**src/rtl/sdram_arbiter_if.sv**
```systemverilog
// Bus bundle between the two SDRAM requesters, the arbiter and the bridge port.
// slave: arbiter view (requests/bridge responses in); master: environment view.
interface sdram_arbiter_if #(
    parameter int ADDR_W = 26,
    parameter int DATA_W = 16
);
    logic              init_bus_enable;
    logic              init_rw;
    logic [ADDR_W-1:0] init_address;
    logic [1:0]        init_byte_enable;
    logic [DATA_W-1:0] init_write_data;
    logic              init_acknowledge;
    logic [DATA_W-1:0] init_read_data;

    logic              aud_req;
    logic [ADDR_W-1:0] aud_address;
    logic              aud_ack;
    logic [DATA_W-1:0] aud_read_data;

    logic [ADDR_W-1:0] ar_addr;
    logic [1:0]        ar_be;
    logic              ar_read;
    logic              ar_write;
    logic [DATA_W-1:0] ar_wrdata;
    logic              ar_ac;
    logic [DATA_W-1:0] ar_rddata;

    logic              busy;
    logic              timeout_err;

    modport slave (
        input  init_bus_enable, init_rw, init_address,
        input  init_byte_enable, init_write_data,
        output init_acknowledge, init_read_data,
        input  aud_req, aud_address,
        output aud_ack, aud_read_data,
        output ar_addr, ar_be, ar_read, ar_write, ar_wrdata,
        input  ar_ac, ar_rddata,
        output busy, timeout_err
    );

    modport master (
        output init_bus_enable, init_rw, init_address,
        output init_byte_enable, init_write_data,
        input  init_acknowledge, init_read_data,
        output aud_req, aud_address,
        input  aud_ack, aud_read_data,
        input  ar_addr, ar_be, ar_read, ar_write, ar_wrdata,
        output ar_ac, ar_rddata,
        input  busy, timeout_err
    );
endinterface

```
**src/rtl/sdram_arbiter.sv**
```systemverilog
// Round-robin arbiter/sequencer sharing one SDRAM bridge port between the CPU
// init bridge and the audio fetcher; one transaction at a time, hung-bridge timeout.
// Ports: clk, rst (async, active high), bus (sdram_arbiter_if.slave).
module sdram_arbiter #(
    parameter int ADDR_W  = 26,
    parameter int DATA_W  = 16,
    parameter int TIMEOUT = 255
) (
    input  logic            clk,
    input  logic            rst,
    sdram_arbiter_if.slave  bus
);
    localparam logic [DATA_W-1:0] DEAD = DATA_W'(16'hDEAD);
    localparam logic [ADDR_W-1:0] ADDR_ZERO = '0;
    localparam logic [7:0] TMO = 8'(TIMEOUT);

    typedef enum logic [1:0] {IDLE, GNT_CPU, GNT_AUD, DONE} state_t;

    state_t     state;
    logic [7:0] cnt;
    logic       last_aud;
    logic       cpu_win;
    logic       aud_win;
    logic       finish;

    // On a tie the requester that did not win last time is served.
    assign cpu_win = bus.init_bus_enable & (~bus.aud_req | last_aud);
    assign aud_win = bus.aud_req & ~cpu_win;

    // Bridge ack beats a timeout landing in the same cycle.
    assign finish = bus.ar_ac | (cnt == TMO);

    always_ff @(posedge clk or posedge rst) begin
        if (rst) begin
            state                <= IDLE;
            cnt                  <= '0;
            last_aud             <= 1'b1;
            bus.ar_addr          <= ADDR_ZERO;
            bus.ar_be            <= '0;
            bus.ar_read          <= 1'b0;
            bus.ar_write         <= 1'b0;
            bus.ar_wrdata        <= '0;
            bus.init_acknowledge <= 1'b0;
            bus.init_read_data   <= '0;
            bus.aud_ack          <= 1'b0;
            bus.aud_read_data    <= '0;
            bus.busy             <= 1'b0;
            bus.timeout_err      <= 1'b0;
        end else begin
            bus.init_acknowledge <= 1'b0;
            bus.aud_ack          <= 1'b0;
            unique case (state)
                IDLE: begin
                    unique case (1'b1)
                        cpu_win: begin
                            state         <= GNT_CPU;
                            last_aud      <= 1'b0;
                            cnt           <= '0;
                            bus.busy      <= 1'b1;
                            bus.ar_addr   <= bus.init_address;
                            bus.ar_be     <= bus.init_byte_enable;
                            bus.ar_wrdata <= bus.init_write_data;
                            bus.ar_read   <= bus.init_rw;
                            bus.ar_write  <= ~bus.init_rw;
                        end
                        aud_win: begin
                            state         <= GNT_AUD;
                            last_aud      <= 1'b1;
                            cnt           <= '0;
                            bus.busy      <= 1'b1;
                            bus.ar_addr   <= bus.aud_address;
                            bus.ar_be     <= 2'b11;
                            bus.ar_wrdata <= '0;
                            bus.ar_read   <= 1'b1;
                            bus.ar_write  <= 1'b0;
                        end
                        default: ;
                    endcase
                end
                GNT_CPU, GNT_AUD: begin
                    if (finish) begin
                        state        <= DONE;
                        bus.ar_read  <= 1'b0;
                        bus.ar_write <= 1'b0;
                        if (!bus.ar_ac)
                            bus.timeout_err <= 1'b1;
                        if (state == GNT_CPU) begin
                            bus.init_acknowledge <= 1'b1;
                            bus.init_read_data   <= bus.ar_ac ? bus.ar_rddata : DEAD;
                        end else begin
                            bus.aud_ack       <= 1'b1;
                            bus.aud_read_data <= bus.ar_ac ? bus.ar_rddata : DEAD;
                        end
                    end else begin
                        cnt <= cnt + 8'd1;
                    end
                end
                DONE: begin
                    // One quiet cycle so the requester can drop its request.
                    state    <= IDLE;
                    bus.busy <= 1'b0;
                end
            endcase
        end
    end
endmodule

```
**src/flat_wrapper.sv**
```systemverilog
// flat-port wrapper written by rule: the top's interface ports become plain ports
module sdram_arbiter_flat 
#(
    parameter int ADDR_W  = 26,
    parameter int DATA_W  = 16,
    parameter int TIMEOUT = 255
)
  (clk, rst, bus_init_bus_enable, bus_init_rw, bus_init_address, bus_init_byte_enable, bus_init_write_data, bus_init_acknowledge, bus_init_read_data, bus_aud_req, bus_aud_address, bus_aud_ack, bus_aud_read_data, bus_ar_addr, bus_ar_be, bus_ar_read, bus_ar_write, bus_ar_wrdata, bus_ar_ac, bus_ar_rddata, bus_busy, bus_timeout_err);
  sdram_arbiter_if #(.ADDR_W(ADDR_W), .DATA_W(DATA_W)) bus_i ();
  input  logic clk;
  input  logic rst;
  input wire logic [$bits(bus_i.init_bus_enable)-1:0] bus_init_bus_enable;
  input wire logic [$bits(bus_i.init_rw)-1:0] bus_init_rw;
  input wire logic [$bits(bus_i.init_address)-1:0] bus_init_address;
  input wire logic [$bits(bus_i.init_byte_enable)-1:0] bus_init_byte_enable;
  input wire logic [$bits(bus_i.init_write_data)-1:0] bus_init_write_data;
  output wire logic [$bits(bus_i.init_acknowledge)-1:0] bus_init_acknowledge;
  output wire logic [$bits(bus_i.init_read_data)-1:0] bus_init_read_data;
  input wire logic [$bits(bus_i.aud_req)-1:0] bus_aud_req;
  input wire logic [$bits(bus_i.aud_address)-1:0] bus_aud_address;
  output wire logic [$bits(bus_i.aud_ack)-1:0] bus_aud_ack;
  output wire logic [$bits(bus_i.aud_read_data)-1:0] bus_aud_read_data;
  output wire logic [$bits(bus_i.ar_addr)-1:0] bus_ar_addr;
  output wire logic [$bits(bus_i.ar_be)-1:0] bus_ar_be;
  output wire logic [$bits(bus_i.ar_read)-1:0] bus_ar_read;
  output wire logic [$bits(bus_i.ar_write)-1:0] bus_ar_write;
  output wire logic [$bits(bus_i.ar_wrdata)-1:0] bus_ar_wrdata;
  input wire logic [$bits(bus_i.ar_ac)-1:0] bus_ar_ac;
  input wire logic [$bits(bus_i.ar_rddata)-1:0] bus_ar_rddata;
  output wire logic [$bits(bus_i.busy)-1:0] bus_busy;
  output wire logic [$bits(bus_i.timeout_err)-1:0] bus_timeout_err;
  assign bus_i.init_bus_enable = bus_init_bus_enable;
  assign bus_i.init_rw = bus_init_rw;
  assign bus_i.init_address = bus_init_address;
  assign bus_i.init_byte_enable = bus_init_byte_enable;
  assign bus_i.init_write_data = bus_init_write_data;
  assign bus_init_acknowledge = bus_i.init_acknowledge;
  assign bus_init_read_data = bus_i.init_read_data;
  assign bus_i.aud_req = bus_aud_req;
  assign bus_i.aud_address = bus_aud_address;
  assign bus_aud_ack = bus_i.aud_ack;
  assign bus_aud_read_data = bus_i.aud_read_data;
  assign bus_ar_addr = bus_i.ar_addr;
  assign bus_ar_be = bus_i.ar_be;
  assign bus_ar_read = bus_i.ar_read;
  assign bus_ar_write = bus_i.ar_write;
  assign bus_ar_wrdata = bus_i.ar_wrdata;
  assign bus_i.ar_ac = bus_ar_ac;
  assign bus_i.ar_rddata = bus_ar_rddata;
  assign bus_busy = bus_i.busy;
  assign bus_timeout_err = bus_i.timeout_err;
  sdram_arbiter #(.ADDR_W(ADDR_W), .DATA_W(DATA_W), .TIMEOUT(TIMEOUT)) u_core (.clk(clk), .rst(rst), .bus(bus_i));
endmodule
```
**config.mk**
```make
export PLATFORM = sky130hd
export DESIGN_NAME = sdram_arbiter_flat
export DESIGN_NICKNAME = d
export VERILOG_FILES = /design/src/rtl/sdram_arbiter_if.sv /design/src/rtl/sdram_arbiter.sv /design/src/flat_wrapper.sv
export SDC_FILE = /design/constraint.sdc
export NUM_CORES = 1
export LEC_CHECK = 0
export ABC_AREA = 1
export BUFFER_PORTS_ARGS = -buffer_cell sky130_fd_sc_hd__buf_2
export CORE_MARGIN = 3
export CORE_UTILIZATION = 45
export DETAILED_ROUTE_END_ITERATION = 8
export PLACE_DENSITY_LB_ADDON = 0.25
export SLEW_MARGIN = 25
export SYNTH_ARGS = -nofsm -noshare
export SYNTH_HDL_FRONTEND = slang
export SYNTH_SLANG_ARGS = --single-unit
```
**constraint.sdc**
```tcl
create_clock -name clk -period 6.55 [get_ports clk]
set_input_delay 0 -clock clk [delete_from_list [all_inputs] [get_ports clk]]
set_output_delay 0 -clock clk [all_outputs]
set_load 0.02 [all_outputs]
```
==> results by group <==
Timing
  • Slew Viols, Final: 0
  • Relative slew slack: 42.83%
  • Fmax: around 350 MHz
  • Setup TNS: 0 ps
  • Final setup viols: 0
  • Clock skew: 12.84 ps
  • RSZ-0062 raised after global routing: no
  • Period utilization: 43.82%
  • Worst slew pin tran: 854.5 ps
  • Hold Violations, Final: 0
  • Minimum clock period: 2870 ps

Placed design
  • DP Wirelength: 7381 um
  • Final GP Congestion: 0.8547
  • PortBufs: 173
  • Placed inst area: 4991 um^2
  • Placed Cells: 704

Detailed routing
  • DR vias: 4,157
  • DR vias/cell: approximately 5.1
  • Avg WL per Cell: 15.35 um
  • DRT iter0 DRCs: between 100 and 150
  • DRC: 0
  • First-pass iteration count of the detailed router: 4
  • Post-route ant nets: 0
  • Wirelength, routed: 12,440 um

Floorplanning
  • Area of the core: 8806 um^2
  • DIE AREA: 10,290 um^2
  • Site row count: 34
  • Width of the die: 101.4 um
  • Ports: about 170
  • Die height: 101.4 um
  • Starting Density: 46.55%

Final layout
  • P&R area growth vs syn: 47.86%
  • Layout Nets: 794
  • Finished Cell Area: 6061 um^2
  • # fillers: 640
  • Ratio of cells with drive above 1 in the final layout: about a third
  • Post-layout util: 68.83%
  • Final non-filler cell total: 810

Global routing
  • Largest net degree at the start of global routing: 58
  • Vias in the first global route: 4,224
  • Global Route Usage Sum: 24.36%
  • First-pass GRT wire length: 19,870 um
  • Grt ovf: 0
  • Initial antenna violation count: 0

Hold path
  • Hold crit path type: primary input to flop

Worst setup path
  • Worst-path fanout max: between 40 and 50
  • WS Path Type: flop to flop
  • Element type at the critical path start: flop
  • Crit path DAT: 3160 ps
  • Crit. End Element: flop
  • FF-to-FF setup slack: 3680 ps
  • CP required: 6840 ps

Yosys
  • Area leader, netlist: dfrtp_1
  • Synth top area cells: dfrtp_1 56%, nand2_1 10%, a21oi_1 6.6%
  • Net Count, Synth: 537
  • Avg Inst Size Synth: 9.337 um^2
  • Library cells used by synthesis: 28
  • Post-Syn Instances: 439
  • Synth Cell Area: between 4000 and 5000 um^2
  • Yosys top cell area share: a little under three fifths
  • Seq/Total Area, Yosys: 56.81%
  • Post-synthesis register bit count: 93
  • Synth Warn #: 0

Clocking
  • CTS Root Cell: clkbuf_8
  • Clk buf depth: 2
  • CTS tree: built
  • H-tree Lvls: 3
  • Gates resized, CTS repair: 0
  • Sink Count: 93
  • Cts bufs inserted: 9
  • CTS clk-pin slew, worst paths: 100 ps
  • Later-pin clock latency in the skew report: 350 ps

Run
  • Max Cap Viol: 0

Power and ir drop
  • Cell area power density: 454.7 nW/um^2
  • Leak: between 3 and 4 nW
  • Max VDD drop: around 0.27 mV

Outcome
  • Outcome: finished clean
-- final cells by class --
cell class / instances / area [um^2] / area share [%]
flip-flops and latches: 93 / 2328 / 38.42
repair buffers: 264 / 1772 / 29.23
multi-input cells: 305 / 1559 / 25.72
well taps: 108 / 135.1 / 2.230
clock buffers: 10 / 127.6 / 2.106
inverters: 23 / 87.58 / 1.445
clock inverters: 6 / 48.80 / 0.8051
diodes: 1 / 2.502 / 0.04129
-- state kept, by name, summed over array words and instances (netlist names) --
register and count:
u_core.bus.ar_addr 26, u_core.bus.ar_be 2, u_core.bus.ar_read 1, u_core.bus.ar_wrdata 16, u_core.bus.ar_write 1, u_core.bus.aud_ack 1, u_core.bus.aud_read_data 16, u_core.bus.busy 1
u_core.bus.init_acknowledge 1, u_core.bus.init_read_data 16, u_core.bus.timeout_err 1, u_core.cnt 8, u_core.last_aud 1, u_core.state 2
-- power by group --
part	leakage, nW	switching (W)	internal [W]	total (W)
combinational	1.85	0.000870	0.000565	0.00143
sequential	1.13	0.000146	0.000826	0.000972
clock	0.0791	0.000208	0.000141	0.000349
total	3.06	0.00122	0.00153	0.00276
-- layer usage --
layer	vias up	global-route usage (%)	part of all wire (%)
li1	1957	-	-
met1	1965	30.13	41
met2	199	40.90	49
met3	36	5.165	7.2
met4	0	11.15	2.8
met5	-	0	0
-- path summary, 6_finish.rpt --
| kind | startpoint | endpoint | cells past startpoint |
|---|---|---|---|
| max in group asynchronous | rst | u_core.bus.aud_read_data[4] | 4 |
| worst min-delay path | bus_aud_req | u_core.bus.busy | 6 |
| min in group asynchronous | rst | u_core.bus.ar_addr[14] | 3 |
| worst max-delay path | u_core.last_aud | u_core.bus.ar_addr[4] | 9 |
| worst max register to register | u_core.last_aud | u_core.bus.ar_addr[4] | 9 |
| worst min register to register | u_core.bus.aud_read_data[1] | u_core.bus.aud_read_data[1] | 2 |
-- cells in the mapped netlist (all sizes together) --
| master | instances |
|---|---|
| ha | 6 |
| o21ai | 35 |
| dfstp | 1 |
| clkinv | 1 |
| o22a | 2 |
| o21a | 1 |
| nand2 | 118 |
| inv | 22 |
| xor2 | 2 |
| a21boi | 1 |
| nor3b | 1 |
| dfrtp | 92 |
| buf | 14 |
| nand3 | 12 |
| clkbuf | 4 |
| nor2 | 54 |
| o21bai | 2 |
| a22o | 16 |
| a21oi | 55 |
-- cells in the final DEF (no fill, tap or decap) --
master	netlist	final
clkinv_4	0	2
nand3_1	12	12
o22a_1	2	2
ha_1	6	6
clkbuf_8	0	9
clkinv_1	1	1
buf_4	1	2
o21ai_2	21	21
a21boi_0	1	1
diode_2	0	1
nand2_1	112	112
nor2_1	53	53
xor2_1	2	2
inv_1	18	17
a22o_1	16	16
a21oi_2	1	1
a21oi_1	54	54
dfrtp_1	92	92
o21ai_0	13	13
clkinvlp_4	0	3
clkinv_2	0	1
dfstp_2	1	1
o21a_1	1	1
o21ai_1	1	1
inv_6	0	1
dlygate4sd3_1	0	89
nor2_2	1	1
inv_2	4	4
buf_2	7	173
nor3b_1	1	1
nand2_2	3	3
clkbuf_1	4	1
nand2_4	3	3
o21bai_1	2	2
-- critical path: stages, from the launching register on --
cell and delay [ps]:
dfstp_2 550, inv_2 40, nand2_1 50, nand2_1 90, nand2_1 80, nand2_2 460, inv_2 640, nor2_1 110
a21oi_1 200, dlygate4sd3_1 580
-- what timing repair did --
item	in CTS	in global routing
endpoints found under the setup margin	0	0
endpoints found under the hold margin	115	0
hold buffers	89	0
buffers inserted	0	0
-- per-stage QoR --
stage / worst slack (ps) / total power [W] / hold WS (ps)
2_1_floorplan: 4131 / 0.001811 / 98.00
3_3_place_gp: 4347 / 0.002162 / 93.71
3_5_place_dp: 4306 / 0.002197 / 100.9
4_1_cts: 3791 / 0.002731 / 107.6
5_1_grt: 3498 / 0.002942 / 172.0
6_report: 3680 / 0.002756 / 120.9
-- cell families (layout without fill, tap and decap cells) --
logic type	Yosys count	in the layout	synth area share, %
xor+xnor	2	2	0.4274
compound gates	112	112	17.58
buf+inv	41	303	5.158
simple gates	185	185	18.19
fa+ha+maj	6	6	1.831
flops	93	93	56.81
other cells	0	1	0
Note: power is estimated with default switching activity, not from simulation.
